### src/rtl/mem_stage_if.sv
// Signal bundle between execute, the memory stage, the data bus and writeback.
// The slave modport is the stage itself; master is the surrounding pipeline/bus.
interface mem_stage_if;
  logic        ex_valid;
  logic        ex_ready;
  logic [31:0] alu_result;
  logic [31:0] store_data;
  logic        mem_en;
  logic        mem_we;
  logic [2:0]  mem_op;
  logic [4:0]  rd_in;
  logic        wb_en_in;

  logic        bus_req;
  logic        bus_we;
  logic [31:0] bus_addr;
  logic [31:0] bus_wdata;
  logic [3:0]  bus_wstrb;
  logic        bus_ack;
  logic [31:0] bus_rdata;

  logic        wb_valid;
  logic        wb_en;
  logic [4:0]  wb_rd;
  logic [31:0] wb_data;
  logic        misalign;
  logic        bus_err;

  modport slave (
    input  ex_valid, alu_result, store_data, mem_en, mem_we, mem_op, rd_in, wb_en_in,
    input  bus_ack, bus_rdata,
    output ex_ready, bus_req, bus_we, bus_addr, bus_wdata, bus_wstrb,
    output wb_valid, wb_en, wb_rd, wb_data, misalign, bus_err
  );

  modport master (
    output ex_valid, alu_result, store_data, mem_en, mem_we, mem_op, rd_in, wb_en_in,
    output bus_ack, bus_rdata,
    input  ex_ready, bus_req, bus_we, bus_addr, bus_wdata, bus_wstrb,
    input  wb_valid, wb_en, wb_rd, wb_data, misalign, bus_err
  );
endinterface

### src/rtl/mem_stage.sv
// Memory-access stage: drives a req/ack data bus for loads/stores, aligns and extends
// load data, and emits one registered writeback record per accepted instruction.
module mem_stage #(
  parameter int TIMEOUT = 16
) (
  input  logic        clk,
  input  logic        rst,
  mem_stage_if.slave  mif
);
  localparam logic [0:0] IDLE = 1'b0;
  localparam logic [0:0] BUS  = 1'b1;
  localparam int CW = $clog2(TIMEOUT + 1);

  logic [0:0]    state_reg;
  logic [CW-1:0] cnt_reg;
  logic [31:0]   addr_reg;
  logic [31:0]   wdata_reg;
  logic [3:0]    wstrb_reg;
  logic          we_reg;
  logic [2:0]    op_reg;
  logic [4:0]    rd_reg;
  logic          wben_reg;

  logic          wb_valid_reg;
  logic          wb_en_reg;
  logic [4:0]    wb_rd_reg;
  logic [31:0]   wb_data_reg;
  logic          misalign_reg;
  logic          bus_err_reg;

  logic          in_bus;
  logic          accept;
  logic          misal;
  logic [31:0]   st_wdata;
  logic [3:0]    st_wstrb;
  logic [7:0]    rd_byte [4];
  logic [7:0]    sel_byte;
  logic [15:0]   sel_half;
  logic [31:0]   ld_data;

  assign in_bus = (state_reg == BUS);
  assign accept = mif.ex_valid && (state_reg == IDLE);

  assign mif.ex_ready  = (state_reg == IDLE);
  assign mif.bus_req   = in_bus;
  assign mif.bus_we    = in_bus & we_reg;
  assign mif.bus_addr  = in_bus ? {addr_reg[31:2], 2'b00} : 32'h0;
  assign mif.bus_wdata = in_bus ? wdata_reg : 32'h0;
  assign mif.bus_wstrb = in_bus ? wstrb_reg : 4'h0;

  assign mif.wb_valid = wb_valid_reg;
  assign mif.wb_en    = wb_en_reg;
  assign mif.wb_rd    = wb_rd_reg;
  assign mif.wb_data  = wb_data_reg;
  assign mif.misalign = misalign_reg;
  assign mif.bus_err  = bus_err_reg;

  // mem_op[1:0] carries the access size; mem_op[2] only selects zero-extension
  always_comb begin
    misal = 1'b0;
    if (mif.mem_en) begin
      case (mif.mem_op[1:0])
        2'b01:   misal = mif.alu_result[0];
        2'b10:   misal = (mif.alu_result[1:0] != 2'b00);
        default: misal = 1'b0;
      endcase
    end
  end

  always_comb begin
    st_wdata = mif.store_data;
    st_wstrb = 4'b1111;
    case (mif.mem_op[1:0])
      2'b00: begin
        st_wdata = {4{mif.store_data[7:0]}};
        st_wstrb = 4'b0001 << mif.alu_result[1:0];
      end
      2'b01: begin
        st_wdata = {2{mif.store_data[15:0]}};
        st_wstrb = 4'b0011 << mif.alu_result[1:0];
      end
      default: begin
        st_wdata = mif.store_data;
        st_wstrb = 4'b1111;
      end
    endcase
  end

  genvar gi;
  generate
    for (gi = 0; gi < 4; gi++) begin : g_lane
      assign rd_byte[gi] = mif.bus_rdata[8*gi +: 8];
    end
  endgenerate

  assign sel_byte = rd_byte[addr_reg[1:0]];
  assign sel_half = addr_reg[1] ? mif.bus_rdata[31:16] : mif.bus_rdata[15:0];

  always_comb begin
    case (op_reg[1:0])
      2'b00:   ld_data = {{24{sel_byte[7] & ~op_reg[2]}}, sel_byte};
      2'b01:   ld_data = {{16{sel_half[15] & ~op_reg[2]}}, sel_half};
      default: ld_data = mif.bus_rdata;
    endcase
  end

  always_ff @(posedge clk or posedge rst) begin
    if (rst) begin
      state_reg    <= IDLE;
      cnt_reg      <= '0;
      addr_reg     <= 32'h0;
      wdata_reg    <= 32'h0;
      wstrb_reg    <= 4'h0;
      we_reg       <= 1'b0;
      op_reg       <= 3'b000;
      rd_reg       <= 5'd0;
      wben_reg     <= 1'b0;
      wb_valid_reg <= 1'b0;
      wb_en_reg    <= 1'b0;
      wb_rd_reg    <= 5'd0;
      wb_data_reg  <= 32'h0;
      misalign_reg <= 1'b0;
      bus_err_reg  <= 1'b0;
    end else begin
      wb_valid_reg <= 1'b0;
      wb_en_reg    <= 1'b0;
      wb_rd_reg    <= 5'd0;
      wb_data_reg  <= 32'h0;
      misalign_reg <= 1'b0;
      bus_err_reg  <= 1'b0;
      case (state_reg)
        IDLE: begin
          if (accept) begin
            if (!mif.mem_en) begin
              wb_valid_reg <= 1'b1;
              wb_data_reg  <= mif.alu_result;
              wb_rd_reg    <= mif.rd_in;
              wb_en_reg    <= mif.wb_en_in;
            end else if (misal) begin
              wb_valid_reg <= 1'b1;
              misalign_reg <= 1'b1;
              wb_rd_reg    <= mif.rd_in;
            end else begin
              state_reg <= BUS;
              cnt_reg   <= '0;
              addr_reg  <= mif.alu_result;
              we_reg    <= mif.mem_we;
              op_reg    <= mif.mem_op;
              rd_reg    <= mif.rd_in;
              wben_reg  <= mif.wb_en_in;
              wdata_reg <= mif.mem_we ? st_wdata : 32'h0;
              wstrb_reg <= mif.mem_we ? st_wstrb : 4'h0;
            end
          end
        end
        default: begin
          // ack is checked first so an ack on the final counted cycle still completes
          if (mif.bus_ack) begin
            state_reg    <= IDLE;
            wb_valid_reg <= 1'b1;
            wb_rd_reg    <= rd_reg;
            wb_en_reg    <= wben_reg & ~we_reg;
            wb_data_reg  <= we_reg ? 32'h0 : ld_data;
          end else if (cnt_reg == CW'(TIMEOUT - 1)) begin
            state_reg    <= IDLE;
            wb_valid_reg <= 1'b1;
            bus_err_reg  <= 1'b1;
            wb_rd_reg    <= rd_reg;
          end else begin
            cnt_reg <= cnt_reg + 1'b1;
          end
        end
      endcase
    end
  end
endmodule

### src/flat_wrapper.sv
// flat-port wrapper written by rule: the top's interface ports become plain ports
module mem_stage_flat 
#(
  parameter int TIMEOUT = 16
)
  (clk, rst, mif_ex_valid, mif_alu_result, mif_store_data, mif_mem_en, mif_mem_we, mif_mem_op, mif_rd_in, mif_wb_en_in, mif_bus_ack, mif_bus_rdata, mif_ex_ready, mif_bus_req, mif_bus_we, mif_bus_addr, mif_bus_wdata, mif_bus_wstrb, mif_wb_valid, mif_wb_en, mif_wb_rd, mif_wb_data, mif_misalign, mif_bus_err);
  mem_stage_if mif_i ();
  input  logic clk;
  input  logic rst;
  input wire logic [$bits(mif_i.ex_valid)-1:0] mif_ex_valid;
  input wire logic [$bits(mif_i.alu_result)-1:0] mif_alu_result;
  input wire logic [$bits(mif_i.store_data)-1:0] mif_store_data;
  input wire logic [$bits(mif_i.mem_en)-1:0] mif_mem_en;
  input wire logic [$bits(mif_i.mem_we)-1:0] mif_mem_we;
  input wire logic [$bits(mif_i.mem_op)-1:0] mif_mem_op;
  input wire logic [$bits(mif_i.rd_in)-1:0] mif_rd_in;
  input wire logic [$bits(mif_i.wb_en_in)-1:0] mif_wb_en_in;
  input wire logic [$bits(mif_i.bus_ack)-1:0] mif_bus_ack;
  input wire logic [$bits(mif_i.bus_rdata)-1:0] mif_bus_rdata;
  output wire logic [$bits(mif_i.ex_ready)-1:0] mif_ex_ready;
  output wire logic [$bits(mif_i.bus_req)-1:0] mif_bus_req;
  output wire logic [$bits(mif_i.bus_we)-1:0] mif_bus_we;
  output wire logic [$bits(mif_i.bus_addr)-1:0] mif_bus_addr;
  output wire logic [$bits(mif_i.bus_wdata)-1:0] mif_bus_wdata;
  output wire logic [$bits(mif_i.bus_wstrb)-1:0] mif_bus_wstrb;
  output wire logic [$bits(mif_i.wb_valid)-1:0] mif_wb_valid;
  output wire logic [$bits(mif_i.wb_en)-1:0] mif_wb_en;
  output wire logic [$bits(mif_i.wb_rd)-1:0] mif_wb_rd;
  output wire logic [$bits(mif_i.wb_data)-1:0] mif_wb_data;
  output wire logic [$bits(mif_i.misalign)-1:0] mif_misalign;
  output wire logic [$bits(mif_i.bus_err)-1:0] mif_bus_err;
  assign mif_i.ex_valid = mif_ex_valid;
  assign mif_i.alu_result = mif_alu_result;
  assign mif_i.store_data = mif_store_data;
  assign mif_i.mem_en = mif_mem_en;
  assign mif_i.mem_we = mif_mem_we;
  assign mif_i.mem_op = mif_mem_op;
  assign mif_i.rd_in = mif_rd_in;
  assign mif_i.wb_en_in = mif_wb_en_in;
  assign mif_i.bus_ack = mif_bus_ack;
  assign mif_i.bus_rdata = mif_bus_rdata;
  assign mif_ex_ready = mif_i.ex_ready;
  assign mif_bus_req = mif_i.bus_req;
  assign mif_bus_we = mif_i.bus_we;
  assign mif_bus_addr = mif_i.bus_addr;
  assign mif_bus_wdata = mif_i.bus_wdata;
  assign mif_bus_wstrb = mif_i.bus_wstrb;
  assign mif_wb_valid = mif_i.wb_valid;
  assign mif_wb_en = mif_i.wb_en;
  assign mif_wb_rd = mif_i.wb_rd;
  assign mif_wb_data = mif_i.wb_data;
  assign mif_misalign = mif_i.misalign;
  assign mif_bus_err = mif_i.bus_err;
  mem_stage #(.TIMEOUT(TIMEOUT)) u_core (.clk(clk), .rst(rst), .mif(mif_i));
endmodule
### config.mk
export PLATFORM = sky130hd
export DESIGN_NAME = mem_stage_flat
export DESIGN_NICKNAME = d
export VERILOG_FILES = /design/src/rtl/mem_stage_if.sv /design/src/rtl/mem_stage.sv /design/src/flat_wrapper.sv
export SDC_FILE = /design/constraint.sdc
export NUM_CORES = 1
export LEC_CHECK = 0
export ABC_AREA = 1
export CAP_MARGIN = 10
export CORE_ASPECT_RATIO = 0.75
export CORE_MARGIN = 3
export CORE_UTILIZATION = 42
export CTS_CLUSTER_DIAMETER = 200
export DETAILED_ROUTE_END_ITERATION = 16
export PLACE_DENSITY_LB_ADDON = 0.12
export SYNTH_ARGS = -nofsm -noshare
export SYNTH_HDL_FRONTEND = slang
export SYNTH_SLANG_ARGS = --single-unit
### constraint.sdc
create_clock -name clk -period 4.02 [get_ports clk]
set_input_delay 0.603 -clock clk [delete_from_list [all_inputs] [get_ports clk]]
set_output_delay 0.603 -clock clk [all_outputs]
set_load 0.005 [all_outputs]
==> key figures <==
CTS
  – Root Driver: clkbuf_16
  – Clock latency on the worst-skew pair: about 0.41 ns
  – Post-CTS Hold Fix Bufs: 0
  – Post_cts resized: 0
  – H-tree Lvls: 4
  – Total CTS buffers: 17
  – Num Clock Sinks: roughly 130
  – CTS tree: built
  – Worst-path clk slew: 0.06 ns
  – CTS max path bufs: 2
  – Post-CTS Setup Repair Bufs: 0

Timing
  – Slew headroom: 30.9%
  – Unrepaired setup endpoints after global routing: no
  – Max Freq: approximately 320 MHz
  – Worst slew pin tran: just over 1 ns
  – Final Hold Vio Count: 0
  – Final period util: 77.9%
  – Max Slew Vio Count: 0
  – TNS Setup: 0 ns
  – Tmin final: 3.13 ns
  – Clock Skews: about 0.0089 ns
  – Setup-failing EPs final: 0

Synth
  – Synthesized instance count: 934
  – Post-Syn Area: between 6000 and 7000 um^2
  – Synth Area in XOR/XNOR: 0%
  – Compound-Gate Fraction of Synth Area: 4.79%
  – Top cell type's share of synthesized area: 48.2%
  – Synth Area in Adders: 1.16%
  – Syn avg cell area: 6.94 um^2
  – Synth warnings: 0
  – Post-synth cell types: 27
  – Synth top area cells: dfrtp_1 (48%), nand2_1 (28%), inv_1 (6.0%)
  – Seq cells post-synth: 125
  – Main combinational cell family by area after synthesis: simple AND/OR/NAND/NOR gates
  – Sequential share of the synthesized area: 48.2%
  – Simple-Gate Fraction of Synth Area: around 35%
  – Multiplexer share of the synthesized area: 0%
  – Synth area leader: dfrtp_1

Global routing
  – Grt ovf: 0
  – Global-route wire length before repair: between 30000 and 40000 um
  – Initial antenna violation count: 0
  – GRT Total Usage: 23.8%
  – Largest net degree at the start of global routing: 71
  – Vias in the first global route: 5947

Placement
  – IO Port Bufs: 220
  – Global placer's final weighted congestion: 0.932
  – Area post-placement: between 8000 and 9000 um^2
  – Post-DP HPWL: 14400 um
  – Placed cells: 1317

Job
  – Max-cap viol count: 0

Critical path
  – Worst R2R Path Depth: 7
  – Arr. time, crit path: 2.53 ns
  – Worst path bufs/invs: 3
  – Critical Path Sink: mif_bus_wstrb[3]
  – Critical Path Stages: 4
  – Reg2reg end: u_core.cnt_reg[2]
  – Reg2reg start: u_core.mif.bus_req
  – Critical Path Start: u_core.mif.bus_req
  – Startpoint types: flip-flop
  – CP endpoint kind: output port
  – Peak per-stage delay on the critical path: roughly 1.1 ns
  – Slowest CP cell: dfrtp_2
  – Max Fanout on Critical Path: 53
  – CP cell instances: buf_4 -> nand2_1 -> inv_1 -> clkdlybuf4s50_1
  – WS Path Type: flip-flop to output port
  – Family with the most delay on the worst path: flip-flops
  – Critical Path RT: 3.42 ns
  – R2R Setup Slk: between 1 and 1.5 ns

Pwr
  – Leak: 0.00515 uW
  – Power Density: 447 nW/um^2
  – Maximum vdd ir drop: 0.280 mV
  – Total power: 4180 uW

Die
  – Initial Util: a little over two fifths
  – Die footprint: around 17000 um^2
  – Core region area: 14800 um^2
  – FP Rows: 38
  – Die Span Y: 114 um
  – Die width: 149 um
  – I/O pin cnt: ~220

Routing
  – TritonRoute pass-1 iters: 5
  – Detail-routed via count per cell: approximately 4.7
  – WL/cell: between 10 and 15 um
  – DR vias: 6342
  – Final ANT Viol Nets: 0
  – WL final: 20100 um
  – Post-route DRC: 0
  – Starting DRT DRC Count: ~450

Cells and area
  – Filler Cell Count: 1359
  – Layout cell share with drive strength beyond 1: 4.87%
  – Non-Filler Instances: between 1000 and 1500
  – Final nets: roughly 1300
  – Layout area overhead: 44.3%
  – # diodes: 0
  – Final instance area: 9350 um^2
  – Final Core Density: 63.3%

Hold path
  – Worst Hold Class: flip-flop to flip-flop
  – HP Start: u_core.addr_reg[4]
  – Worst Hold Path Cells: 2

Status
  – Outcome: finished clean
worst min-delay path, stage by stage, from the launching register on:
cell,delay (ns)
dfrtp_1,0.34
nand2_1,0.05
nand2_1,0.05
layer usage:
layer	wire length (um)	track usage, %	vias to the layer above
li1	-	-	3178
met1	9540	35.9	2902
met5	0	0	-
met3	1730	5.92	19
met4	218	5.61	0
met2	8620	34.7	243
where the power goes:
| group | leakage (uW) | switching, uW | internal [uW] |
|---|---|---|---|
| clock network | 0.000279 | 584 | 950 |
| logic | 0.00325 | 532 | 477 |
| registers | 0.00163 | 164 | 1470 |
| total | 0.00515 | 1280 | 2900 |
Yosys cell counts, drive strengths merged:
cell and count:
a21oi 19, buf 29, clkbuf 15, clkinv 2, conb 1, dfrtp 125, ha 6, inv 109
nand2 490, nand3 18, nor2 76, nor3 3, o21ai 34, o21bai 1, o22ai 6
through the flow:
stage,hold slack (ns),setup slack (ns)
after detailed placement,0.465,0.551
after floorplan,0.449,0.0894
after global routing,0.493,0.641
final,0.476,0.890
after CTS,0.482,0.838
after global placement,0.463,0.642
how the worst min path moves through the flow:
stage	endpoint	slack (ns)
6_report	u_core.addr_reg[4]	0.48
2_1_floorplan	u_core.addr_reg[10]	0.45
4_1_cts	u_core.wdata_reg[19]	0.48
5_1_grt	u_core.addr_reg[6]	0.49
3_5_place_dp	u_core.wdata_reg[6]	0.46
3_3_place_gp	u_core.wdata_reg[30]	0.46
cell type report:
| class | count | area (um^2) | share of cell area [%] |
|---|---|---|---|
| well taps | 200 | 250 | 2.68 |
| flip-flops and latches | 125 | 3130 | 33.5 |
| repair buffers | 226 | 2260 | 24.2 |
| clock buffers | 20 | 457 | 4.88 |
| multi-input cells | 655 | 2700 | 28.8 |
| inverters | 111 | 427 | 4.56 |
| clock inverters | 12 | 135 | 1.44 |
placed cells by master, fill, tap and decap left out:
cell             count
a21oi_1             19
nand2_2              4
nand2_4              3
bufinv_16            2
buf_12               1
inv_6                3
inv_8                1
clkbuf_16           17
o21ai_1              2
clkinv_2             2
ha_1                 6
nand2_1            483
clkbuf_1             1
buf_4                5
conb_1               2
nand3_4              1
o21ai_0             32
dfrtp_1            124
nor2_2               2
clkdlybuf4s50_1    220
clkbuf_8             2
nor3_1               3
inv_2                4
nor2_1              72
inv_4                1
clkinv_1             2
inv_1              103
nor2_4               1
clkinv_4             1
nor2_8               1
nand3_1             17
clkinvlp_4           4
dfrtp_2              1
o21bai_1             1
o22ai_1              6
cell families after synthesis:
family | Yosys count
adders and majority gates | 6
other | 1
AOI/OAI and AO/OA | 60
DFF | 125
and+or+nand+nor | 587
buffers and inverters | 155
Power figures use the tool's default switching activity.
==> RTL change 1 (same flow settings) <==
`TIMEOUT` is set to 16 in 2 places; all go to 8.
--- a/src/rtl/mem_stage.sv
+++ b/src/rtl/mem_stage.sv
@@ -2,5 +2,5 @@
 // load data, and emits one registered writeback record per accepted instruction.
 module mem_stage #(
-  parameter int TIMEOUT = 16
+  parameter int TIMEOUT = 8
 ) (
   input  logic        clk,
--- a/src/flat_wrapper.sv
+++ b/src/flat_wrapper.sv
@@ -2,5 +2,5 @@
 module mem_stage_flat 
 #(
-  parameter int TIMEOUT = 16
+  parameter int TIMEOUT = 8
 )
   (clk, rst, mif_ex_valid, mif_alu_result, mif_store_data, mif_mem_en, mif_mem_we, mif_mem_op, mif_rd_in, mif_wb_en_in, mif_bus_ack, mif_bus_rdata, mif_ex_ready, mif_bus_req, mif_bus_we, mif_bus_addr, mif_bus_wdata, mif_bus_wstrb, mif_wb_valid, mif_wb_en, mif_wb_rd, mif_wb_data, mif_misalign, mif_bus_err);
Formal check against the unedited RTL: no difference found for any inputs over 4 cycles, from zero or initial values and one cycle with rst high; that may be too few to reach the edited logic, so the function may still have changed.
==> RTL change 1 against the unedited design <==
  * Clock power is 3% higher
  * Final area is 0.76% higher
  * Cell count is 0.15% lower
  * Setup slack worse by 0.033 ns
  * Non-clock buffer count is 4 higher
  * Global-route usage hardly changed
  * Power is 1.2% higher
  * Synthesized cell count is 0.64% lower
  * Sequential cell count is 1 lower
  * Area after synthesis is 0.27% higher
  * Routed wire length is 0.19% higher
==> RTL change 1: results (changes against the unedited design) <==
* Status: finished clean (unchanged)
* Worst vdd ir at 0.268 mV (was 0.280 mV)
* Critical path's largest stage delay at 1.12 ns (was 1.05 ns)
* Synth Area in Adders at 0.962% (was 1.16%)
* Met2 WL at 8.57 mm (was 8.62 mm)
* Max-slew headroom at 23.6% (was 30.9%)
* Clock power frac at 37.2% (was 36.7%)
* Post-synthesis sequential area ratio at 47.7% (was 48.2%)
* Hold Startpoint: u_core.wdata_reg[29] (was u_core.addr_reg[4])
* Synth top area cells: dfrtp_1 48%, nand2_1 26%, inv_1 5.4% (was dfrtp_1 48%, nand2_1 28%, inv_1 6.0%)
* Compound-Gate Fraction of Synth Area at 4.25% (was 4.79%)
* Reg2reg path depth at 8 (was 7)
* Hold Path End: u_core.wdata_reg[29] (was u_core.addr_reg[4])
* Static leakage at 5.16 nW (was 5.15 nW)
* Layout cells sized above 1 at 7.24% (was 4.87%)
* DR WL met3 at 1.77 mm (was 1.73 mm)
* Via count at 6332 (was 6342)
* Routed Wire Length at 20.2 mm (was 20.1 mm)
* Xor/xnor share of the synthesized area at 0.135% (was 0%)
* Layout Skew at 0.00950 ns (was 0.00894 ns)
* Met3 usage at 6.47% (was 5.92%)
* Sw power at 0.00129 W (was 0.00128 W)
* Vias in the first global route at 5983 (was 5947)
* Drt first pass iters at 6 (was 5)
* Synth top cells by count: 458 x nand2_1, 124 x dfrtp_1, 93 x inv_1, 75 x nor2_1 (was 483 x nand2_1, 125 x dfrtp_1, 104 x inv_1, 73 x nor2_1, 32 x o21ai_0)
* Post-synth cell types at 29 (was 27)
* GRT Overall Usage at 23.9% (was 23.8%)
* Number of DRC markers in iteration 0 at 547 (was 448)
* Critical path fanouts, max at 60 (was 53)
* First-pass GRT wire length at 31.8 mm (about the same)
* Post-Synthesis Cells at 928 (was 934)
* CP Capture Point: mif_bus_wdata[5] (was mif_bus_wstrb[3])
* Largest net degree at the start of global routing at 65 (was 71)
* Post-DP HPWL at 14.5 mm (was 14.4 mm)
* GR Layer Usage met1 at 36.6% (was 35.9%)
RTL change 1: cell count changes after synthesis, moves of 4 or more:
cell	delta
o21ai_1	+5
inv_1	-11
nand2_2	+18
o22ai_1	-6
nand3_1	+12
buf_1	+4
nand2_1	-25
RTL change 1: per-stage QoR:
stage | hold WS (ns) | power [W] | area, sq um | worst slack (ns) | util [%]
after floorplan | 0.449 | 0.00219 | 6500 | 0.118 | -
after global placement | 0.463 | 0.00266 | 8810 | 0.810 | 59.6
after detailed placement | 0.465 | 0.00267 | 8810 | 0.752 | 59.6
after CTS | 0.481 | 0.00426 | 9430 | 0.814 | 63.7
after global routing | 0.493 | 0.00446 | 9430 | 0.630 | 63.7
final | 0.477 | 0.00423 | 9430 | 0.857 | 63.7
RTL change 1: area by class of cell:
type / instances / share of cell area, %
clock buffers: 19 / 4.70
clock inverters: 13 / 1.78
inverters: 102 / 4.22
multi-input cells: 659 / 29.4
flip-flops and latches: 124 / 32.9
well taps: 200 / 2.65
repair buffers: 230 / 24.3
==> RTL change 2 (same settings) <==
Without the edit above. Reset style: synchronous (`rst`), changed in one clocked block.
--- a/src/rtl/mem_stage.sv
+++ b/src/rtl/mem_stage.sv
@@ -105,5 +105,5 @@
   end
 
-  always_ff @(posedge clk or posedge rst) begin
+  always_ff @(posedge clk) begin
     if (rst) begin
       state_reg    <= IDLE;
Check against the original RTL: differs if rst is asserted again (counterexample within 4 cycles, from zero or initial values and one cycle with rst high); with rst held inactive, the same outputs for 4 cycles.
==> RTL change 2 against the unedited design <==
  * Routed wire length fell by 3.0%
  * Sequential share of layout area fell by 5.1 points
  * Global-route usage rose by 0.15 points
  * Sequential cell count did not move
  * Highest routed layer unchanged
  * Area after synthesis fell by 7.2%
  * Largest cell class is now multi-input combinational cells
  * Final area fell by 5.6%
  * Setup slack got worse by 0.029 ns
Power is not compared: it rests on default switching activity, and its combinational part moved more than twofold at a synthesized area within 25%.
==> RTL change 2: results (changes against the unedited design) <==
* Status: finished clean (unchanged)
* CP startpoint: u_core.mif.bus_req (unchanged)
* First-pass GRT wire length at 29.8 mm (was 31.8 mm)
* Critical path fanouts, max at 44 (was 53)
* Synth top cells by count: 237 x nand2_1, 125 x dfxtp_1, 108 x nor2_1, 99 x inv_1, 65 x a21oi_1 (was 483 x nand2_1, 125 x dfrtp_1, 104 x inv_1, 73 x nor2_1, 32 x o21ai_0)
* Routed length on met1 at 9.50 mm (was 9.54 mm)
* Layout Skew at 0.00792 ns (was 0.00894 ns)
* Critical path's largest stage delay at 0.98 ns (was 1.05 ns)
* Synth top area cells: dfxtp_1 42%, nand2_1 15%, nor2_1 6.7% (was dfrtp_1 48%, nand2_1 28%, inv_1 6.0%)
* R2R setup slack at 1.30 ns (was 1.19 ns)
* Final layout net count at 1215 (was 1253)
* Post-DP HPWL at 13.4 mm (was 14.4 mm)
* Fill cells at 1294 (was 1359)
* Crit path DAT at 2.56 ns (was 2.53 ns)
* Synthesized area per cell at 6.64 sq um (was 6.94 sq um)
* DR vias/cell at 4.93 (was 4.70)
* Number of DRC markers in iteration 0 at 573 (was 448)
* Hold Startpoint: u_core.wben_reg (was u_core.addr_reg[4])
* Largest net degree at the start of global routing at 57 (was 71)
* Drt first pass iters at 7 (was 5)
* Async S/R FF share, synth at 0% (was 100%)
* Synth Area in Adders at 1.25% (was 1.16%)
* Avg WL per Cell at 15.2 um (was 14.9 um)
* DP Area at 8220 sq um (was 8760 sq um)
* Layout cells sized above 1 at 7.38% (was 4.87%)
* CP max-delay cell: dfxtp_2 (was dfrtp_2)
* Max-slew headroom at 33.9% (was 30.9%)
* DP Cell Count at 1254 (was 1317)
* Final GP Congestion at 0.852 (was 0.932)
* Routed Wire Length at 19.5 mm (was 20.1 mm)
* Post-synthesis sequential area ratio at 41.6% (was 48.2%)
* Post-synth cell types at 32 (was 27)
[RTL change 2: changes by cell type after synthesis, sizes merged, moves of 3 or more]
| cell | delta |
|---|---|
| a21oi | +56 |
| o21ai | +63 |
| dfxtp | +125 |
| clkbuf | +13 |
| o22ai | -5 |
| inv | -3 |
| nand3 | +48 |
| dfrtp | -125 |
| nand2 | -237 |
| nor2 | +36 |
[RTL change 2: routing by layer]
layer | GRT usage, % | vias up
li1 | - | 3228
met5 | 0 | -
met4 | 5.66 | 0
met3 | 5.61 | 13
met2 | 34.3 | 249
met1 | 36.3 | 2854
[RTL change 2: critical path: cells and delay by family, from the launching register on]
kind / cells / cell delay (ns)
and+or+nand+nor: 1 / 0.10
DFF: 1 / 0.98
buffers and inverters: 3 / 1.05
[RTL change 2: cell type report]
cell class                 instances  area (sq um)  share of cell area, %
timing repair buffer             228          2260                   25.6
tap                              175           219                   2.48
inverter                         107           412                   4.66
clock buffer                      19           443                   5.02
multi-input combinational        619          2830                   32.0
clock inverter                    13           165                   1.87
sequential                       125          2500                   28.4
[RTL change 2: final timing paths]
kind | cells past startpoint | end
worst min register to register | 2 | u_core.mif.wb_en
worst min-delay path | 2 | u_core.mif.wb_en
worst max-delay path | 4 | mif_bus_wdata[27]
worst max register to register | 9 | u_core.cnt_reg[3]
[RTL change 2: logic make-up (layout without fill, tap and decap cells)]
family	Yosys count	count (layout)
DFF	125	125
and+or+nand+nor	437	437
buffers and inverters	164	367
AOI/OAI and AO/OA	174	174
other	1	2
adders and majority gates	6	6
[RTL change 2: power by group]
part | internal [W] | total, W | switching [W]
clock | 0.000996 | 0.00159 | 0.000595
sequential | 0.00130 | 0.00134 | 0.0000433
combinational | 0.000225 | 0.000496 | 0.000271
[RTL change 2: metrics by stage]
stage | hold WS [ns] | setup slack, ns | total power (W)
floorplan | 0.441 | 1.53 | 0.00163
global placement | 0.455 | 0.908 | 0.00185
detailed placement | 0.455 | 0.772 | 0.00186
CTS | 0.464 | 0.840 | 0.00344
global route | 0.483 | 0.704 | 0.00355
finish | 0.462 | 0.861 | 0.00343
